==> src/rtl/shared_mem_arb_ble.sv <==
// Sequencer/arbiter for the BLE shared-memory FIFO: owns mode/data_size and guards every mode switch.
// Optional watchdog on TX_RUN/RX_RUN enabled by defining SHMEM_ARB_TIMEOUT_EN.
//
// state     | meaning
// IDLE      | AHB may load a TX packet, mode=1
// TX_GUARD  | quiet interval before the TX chain starts
// TX_RUN    | BLE TX chain reads the FIFO
// RX_GUARD  | mode=0, quiet interval before the RX chain starts
// RX_RUN    | BLE RX chain writes the FIFO
// RX_DRAIN  | AHB reads the received words out
// RET_GUARD | mode=1, quiet interval before returning to IDLE
module shared_mem_arb_ble #(
    parameter int AD      = 8,
    parameter int GUARD   = 4,
    parameter int TIMEOUT = 65535
) (
    input  logic        hclk,
    input  logic        reset,
    input  logic        cfg_start_tx,
    input  logic        cfg_start_rx,
    input  logic [16:0] cfg_len,
    input  logic        ahb_wr_req,
    input  logic        ahb_rd_req,
    input  logic        fifo_full,
    input  logic        fifo_empty,
    input  logic        w_done_flag,
    input  logic        ble_tx_done,
    input  logic        ble_rx_done,
    output logic        mode,
    output logic [16:0] data_size,
    output logic        ahb_wr_grant,
    output logic        ahb_rd_grant,
    output logic        tx_irq,
    output logic        ble_tx_en,
    output logic        ble_rx_en,
    output logic        done_irq,
    output logic        err,
    output logic        busy,
    output logic [2:0]  state,
    output logic [14:0] words_left
);

    localparam int GW = $clog2(GUARD + 1);
    localparam logic [GW-1:0] GUARD_LOAD = GW'(GUARD - 1);

    typedef enum logic [2:0] {
        IDLE      = 3'd0,
        TX_GUARD  = 3'd1,
        TX_RUN    = 3'd2,
        RX_GUARD  = 3'd3,
        RX_RUN    = 3'd4,
        RX_DRAIN  = 3'd5,
        RET_GUARD = 3'd6
    } state_t;

    state_t        cur;
    logic [GW-1:0] guard_cnt;
    logic [17:0]   len_round;
    logic          start_any;
    logic          unused_params;

    // AD only sizes the FIFO outside this block
    assign unused_params = (AD != 0) ^ (TIMEOUT != 0);

    assign len_round    = {1'b0, cfg_len} + 18'd3;
    assign start_any    = cfg_start_tx | cfg_start_rx;
    assign state        = cur;
    assign ahb_wr_grant = (cur == IDLE) && ahb_wr_req && !fifo_full;
    assign ahb_rd_grant = (cur == RX_DRAIN) && ahb_rd_req && !fifo_empty;

`ifdef SHMEM_ARB_TIMEOUT_EN
    logic [15:0] wd_cnt;
    logic        wd_hit;
    assign wd_hit = (wd_cnt == 16'(TIMEOUT - 1));
`endif

    always_ff @(posedge hclk) begin
        if (reset) begin
            cur        <= IDLE;
            mode       <= 1'b1;
            data_size  <= '0;
            words_left <= '0;
            guard_cnt  <= '0;
            tx_irq     <= 1'b0;
            done_irq   <= 1'b0;
            err        <= 1'b0;
            busy       <= 1'b0;
            ble_tx_en  <= 1'b0;
            ble_rx_en  <= 1'b0;
`ifdef SHMEM_ARB_TIMEOUT_EN
            wd_cnt     <= '0;
`endif
        end else begin
            tx_irq   <= 1'b0;
            done_irq <= 1'b0;
            err      <= (cur != IDLE) && start_any;
`ifdef SHMEM_ARB_TIMEOUT_EN
            if (cur == TX_RUN || cur == RX_RUN)
                wd_cnt <= wd_cnt + 16'd1;
`endif
            case (cur)
                IDLE: begin
                    if (start_any) begin
                        if (cfg_len == '0) begin
                            err <= 1'b1;
                        end else begin
                            // simultaneous requests: TX wins, collision still flagged
                            err       <= cfg_start_tx & cfg_start_rx;
                            data_size <= cfg_len;
                            guard_cnt <= GUARD_LOAD;
                            busy      <= 1'b1;
                            if (cfg_start_tx) begin
                                cur <= TX_GUARD;
                            end else begin
                                cur        <= RX_GUARD;
                                mode       <= 1'b0;
                                words_left <= len_round[16:2];
                            end
                        end
                    end
                end
                TX_GUARD: begin
                    if (guard_cnt == '0) begin
                        cur       <= TX_RUN;
                        ble_tx_en <= 1'b1;
                        tx_irq    <= 1'b1;
`ifdef SHMEM_ARB_TIMEOUT_EN
                        wd_cnt    <= '0;
`endif
                    end else begin
                        guard_cnt <= guard_cnt - 1'b1;
                    end
                end
                TX_RUN: begin
                    if (ble_tx_done || fifo_empty) begin
                        cur       <= IDLE;
                        ble_tx_en <= 1'b0;
                        done_irq  <= 1'b1;
                        busy      <= 1'b0;
                    end
`ifdef SHMEM_ARB_TIMEOUT_EN
                    else if (wd_hit) begin
                        cur       <= IDLE;
                        ble_tx_en <= 1'b0;
                        err       <= 1'b1;
                        busy      <= 1'b0;
                    end
`endif
                end
                RX_GUARD: begin
                    if (guard_cnt == '0) begin
                        cur       <= RX_RUN;
                        ble_rx_en <= 1'b1;
`ifdef SHMEM_ARB_TIMEOUT_EN
                        wd_cnt    <= '0;
`endif
                    end else begin
                        guard_cnt <= guard_cnt - 1'b1;
                    end
                end
                RX_RUN: begin
                    if (ble_rx_done || w_done_flag) begin
                        cur       <= RX_DRAIN;
                        ble_rx_en <= 1'b0;
                    end
`ifdef SHMEM_ARB_TIMEOUT_EN
                    else if (wd_hit) begin
                        cur       <= RET_GUARD;
                        ble_rx_en <= 1'b0;
                        mode      <= 1'b1;
                        guard_cnt <= GUARD_LOAD;
                        err       <= 1'b1;
                    end
`endif
                end
                RX_DRAIN: begin
                    if (ahb_rd_grant && words_left != '0)
                        words_left <= words_left - 15'd1;
                    if (words_left == '0 || fifo_empty ||
                        (ahb_rd_grant && words_left == 15'd1)) begin
                        cur       <= RET_GUARD;
                        mode      <= 1'b1;
                        guard_cnt <= GUARD_LOAD;
                        done_irq  <= 1'b1;
                    end
                end
                RET_GUARD: begin
                    if (guard_cnt == '0) begin
                        cur  <= IDLE;
                        busy <= 1'b0;
                    end else begin
                        guard_cnt <= guard_cnt - 1'b1;
                    end
                end
                default: begin
                    cur       <= IDLE;
                    mode      <= 1'b1;
                    busy      <= 1'b0;
                    ble_tx_en <= 1'b0;
                    ble_rx_en <= 1'b0;
                end
            endcase
        end
    end

endmodule

==> config.mk <==
export PLATFORM = sky130hd
export DESIGN_NAME = shared_mem_arb_ble
export DESIGN_NICKNAME = d
export VERILOG_FILES = /design/src/rtl/shared_mem_arb_ble.sv
export SDC_FILE = /design/constraint.sdc
export NUM_CORES = 1
export LEC_CHECK = 0
export CAP_MARGIN = 20
export CELL_PAD_IN_SITES_DETAIL_PLACEMENT = 1
export CELL_PAD_IN_SITES_GLOBAL_PLACEMENT = 2
export CORE_MARGIN = 4
export CORE_UTILIZATION = 31
export CTS_CLUSTER_SIZE = 8
export DETAILED_ROUTE_END_ITERATION = 7
export GPL_TIMING_DRIVEN = 0
export PLACE_DENSITY_LB_ADDON = 0.1
export REMOVE_ABC_BUFFERS = 1
export SETUP_SLACK_MARGIN = 0.4
export SLEW_MARGIN = 10
export SYNTH_ARGS = -nofsm -noshare
export SYNTH_HDL_FRONTEND = slang
export SYNTH_SLANG_ARGS = --single-unit
==> constraint.sdc <==
create_clock -name hclk -period 4.3 [get_ports hclk]
set_input_delay 0.86 -clock hclk [delete_from_list [all_inputs] [get_ports hclk]]
set_output_delay 0.86 -clock hclk [all_outputs]
set_load 0.1 [all_outputs]
Word-level counts from Yosys, hierarchy flattened
Cells that the tools add are included.
{ "classes": {"n_addsub": 3, "eq_ne": 18, "mux": 41, "n_bitwise": 8, "reduce_logical": 35} }
{ "op_table": {"columns": ["cell", "n"], "rows": [
  ["two-way mux 15 bit", 4],
  ["two-way mux 3 bit", 12],
  ["case mux 15 bit (2 select lines)", 1],
  ["case mux 3 bit (7 select lines)", 1],
  ["AND reduction 5 bit", 4],
  ["!= test 2 bit (second input constant)", 9],
  ["adder 17 x 2 -> 17 bit (second input constant)", 1],
  ["zero test 17 bit", 1],
  ["two-way mux 1 bit", 16],
  ["equality test 15 x 1 -> 1 bit (second input constant)", 1],
  ["zero test 15 bit", 1],
  ["nonzero test 15 bit", 1],
  ["OR reduction 5 bit", 3],
  ["subtractor 15 x 1 -> 15 bit (second input constant)", 1],
  ["equality test 3 bit (second input constant)", 3],
  ["case mux 1 bit (3 select lines)", 3],
  ["case mux 3 bit (3 select lines)", 1],
  ["AND reduction 3 bit", 3],
  ["AND reduction 8 bit", 1],
  ["logical AND 1 bit", 7],
  ["equality test 3 x 2 -> 1 bit (second input constant)", 2],
  ["zero test 3 bit", 2],
  ["inverter 1 bit", 6],
  ["nonzero test 3 bit", 2],
  ["14 further kinds", 19]
]} }
{ "word_totals": {"regBits": 45, "inputBits": 28, "output_inout_bits": 44, "wordCells": 116} }

Logic depth before layout (Yosys ltp)
{ "depth": {"depth_word": 7, "ltp_mapped": 9, "mapped_depth_nobuf": 7} }

Least setup slack after synthesis
OpenSTA, ideal clock, no wires.
{ "synth_path": {"kind": "reg-to-output", "start": "register cur[2], in the netlist state[2]", "end": "output port ahb_wr_grant", "arrival_ns": 3.632, "required_ns": 3.440, "path_slack_ns": -0.192, "path_stages_with_launch": 5, "n_path_buf": 2, "path_cell_list": "dfxtp_1 -> buf_6 -> or3_4 -> buf_6 -> nor3b_1"} }
{ "synth_via": {"elab_chain_cells": 3} }
{ "synth_lines": {"columns": ["element", "line_no", "source"], "rows": [
  ["from (decl)", "56", "state_t cur;"],
  ["from (signal assigned)", "79", "cur <= IDLE;"],
  ["from (signal assigned)", "113", "cur <= TX_GUARD;"],
  ["from (signal assigned)", "115", "cur <= RX_GUARD;"],
  ["zero test 3 bit", "68", "assign ahb_wr_grant = (cur == IDLE) && ahb_wr_req && !fifo_full;"],
  ["logical AND 1 bit (2 in series)", "68", null],
  ["to (decl)", "31", "output logic ahb_wr_grant,"]
]} }
No other way between the ends.

Worst setup path in the final report
Same ends and word-level chain as after synthesis.

==> results.json <==
{
  "pre_cts_slack_ps": 503,
  "worstMarginPinSlew_ps": 991,
  "synthFlopType": "dfxtp_1",
  "min_path_type": "flop to flop",
  "die_w_um": 104,
  "grt_pass1_wl_um": 15200,
  "dp_cells": 505,
  "fmax_mhz": 280,
  "start_util": 0.323,
  "critPathCaptureType": "output pin",
  "grt_pass1_vias": 2838,
  "port_buffers": 71,
  "holdBufCountCts": 0,
  "multi_input_area_um2": 1810,
  "ir_drop_mv": 0.315,
  "antenna_left": 0,
  "die_h_um": 104,
  "drc_errors": 0,
  "min_delay_worst_endpoint": "guard_cnt[0]",
  "synth_cells": 349,
  "hold_viol": 0,
  "area_growth_pct": 30.2,
  "layout_setup_ws_ps": 723,
  "ys_ff_latch": 45,
  "fin_cells": 513,
  "grt-ovfl-total": 0,
  "rsz0062_at_grt": "no",
  "ff2ff_path_depth": 4,
  "cts_setup_buffers": 0,
  "crit_slowest_cell": "clkdlybuf4s50_1",
  "synth-seq-area-share": 0.313,
  "hpwl_um": 6750,
  "outcome": "complete, no violations",
  "critPathRequiredTime_ps": 3440,
  "die-area_um2": 10900,
  "place_congestion": 0.742,
  "final_nets": 438,
  "crit_fanout": 19,
  "cp_cell_sequence": "or3_4 -> nor3b_1 -> clkdlybuf4s50_1",
  "insertedDiodeCount": 0,
  "grt_antenna_before_repair": 0,
  "fin_crit_ps": 3580,
  "wl_per_cell_um": 18.1,
  "clockBufferDepth": 2,
  "routed_wl_um": 9260,
  "holdPathStages": 1,
  "insertion_delay_ps": 300,
  "startpoint_type": "flop",
  "coreArea_um2": 8890,
  "r2r_slack_ps": 1690,
  "final_core_util": 0.421,
  "io_pins": 72,
  "cts_resized": 1,
  "finalSetupTns_ps": 0,
  "seq_area_um2": 901,
  "synth_edf_count": 0,
  "worstReg2RegStart": "state[1]",
  "setup_viol": 0,
  "max_slew_margin": 0.337,
  "worstSetupStartpoint": "state[2]",
  "yosys_warnings": 0,
  "synthesis.area_um2": 2870,
  "drtIter0Drc": 77,
  "maxCapViolCount": 0,
  "worstHoldStart": "guard_cnt[0]",
  "synth_cell_type_count": 68,
  "final_cell_mix": "69 x clkdlybuf4s50_1, 48 x nor2_1, 45 x dfxtp_1",
  "crit_type": "flop to output pin",
  "tritoncts": "built",
  "clock_skew_ps": 14.8,
  "grtUsageTotal": 0.170,
  "num_vias": 2866,
  "slew_viol_final": 0,
  "syn_area_per_cell_um2": 8.23,
  "dpl_cell_area_um2": 3660,
  "cpPeakStageDelay_ps": 1170,
  "grt_max_degree": 28,
  "p_per_area_nw_per_um2": 729,
  "cts_sinks": 45,
  "timing.final.crit_share": 0.832,
  "fin_area_um2": 3740,
  "rows": 34,
  "firstDrtPassIters": 4,
  "r2r_end": "words_left[13]",
  "async_flop_share": 0,
  "num-fill-cells": 1064,
  "drive_above_1_share": 0.0765,
  "h-tree-depth": 2,
  "vias_per_cell": 5.59,
  "ctsRootBufferMaster": "clkbuf_8",
  "clk_pin_slew_ps": 80,
  "mostFrequentLayoutCell": "clkdlybuf4s50_1",
  "worstPathArrival_ps": 2720,
  "p_leak_nw": 1.37,
  "cts_buffers": 5
}
## routing by layer
layer	up-vias	track usage	wire length (µm)
met5	-	0	0
met3	8	0.0379	450
met2	77	0.263	3990
li1	1418	-	-
met1	1363	0.244	4760
met4	0	0.0285	60
## synthesized netlist by cell type (3+ instances only)
cell type,count,share of area
nor2_1,48,0.063
dfxtp_1,45,0.31
a21oi_1,25,0.044
mux2i_1,18,0.063
clkbuf_1,14,0.018
nand2_1,13,0.017
nor3_1,13,0.023
o21ai_0,12,0.021
inv_1,10,0.013
o311ai_1,8,0.024
o31ai_1,8,0.021
nand4_1,7,0.015
nor4_1,7,0.015
xnor2_1,7,0.021
ha_1,6,0.026
nand3_1,6,0.010
nor3b_1,6,0.016
xor2_1,6,0.018
o41ai_1,5,0.015
a211oi_1,4,0.010
a31oi_1,4,0.0087
and3_1,4,0.0087
buf_1,4,0.0052
buf_2,4,0.0070
buf_6,4,0.016
a31o_2,3,0.0091
nand3b_1,3,0.0078
nor3_2,3,0.010
o2111ai_1,3,0.0091
o21a_1,3,0.0078
## cell families (layout without fill, tap and decap cells)
group | count (synthesis) | after routing | synth area share
muxes | 20 | 20 | 0.0718
and+or+nand+nor | 127 | 127 | 0.234
adders and majority gates | 7 | 7 | 0.0296
AOI/OAI and AO/OA | 100 | 100 | 0.249
DFF | 45 | 45 | 0.313
xor gates and xnor gates | 13 | 13 | 0.0396
buffers and inverters | 37 | 93 | 0.0618
## power breakdown
group,internal (mW),switching [mW]
sequential,0.527,0.131
clock,0.116,0.148
combinational,0.532,1.27
## registers in the layout, indices dropped and copies added, names as in the netlist, 3 cells and up
register	count
words_left	15
data_size	17
state	3
guard_cnt	3
## worst max-delay path: cells and delay by family (launching register included)
kind,cells,cell delay (ps)
AND/OR/NAND/NOR,2,730
buffers and inverters,1,1170
flip-flops,1,520
## worst max path at each step
stage / endpoint / cells after the start
4_1_cts: ahb_rd_grant / 3
3_3_place_gp: data_size[13] / 6
2_1_floorplan: ahb_wr_grant / 2
6_report: ahb_wr_grant / 3
5_1_grt: ahb_wr_grant / 3
3_5_place_dp: ahb_rd_grant / 3
## metrics by stage
stage / total power [mW] / hold WS (ps)
after CTS: 2.76 / 483
after detailed placement: 2.48 / 461
after global routing: 2.90 / 529
after floorplan: 2.02 / 441
after global placement: 2.45 / 450
final: 2.73 / 482
## layout make-up
class	instances	area share
multi-input cells	267	0.484
repair buffers	75	0.208
well taps	108	0.0361
clock buffers	8	0.0214
inverters	10	0.0100
flip-flops and latches	45	0.241
(Power assumes the default switching activity.)
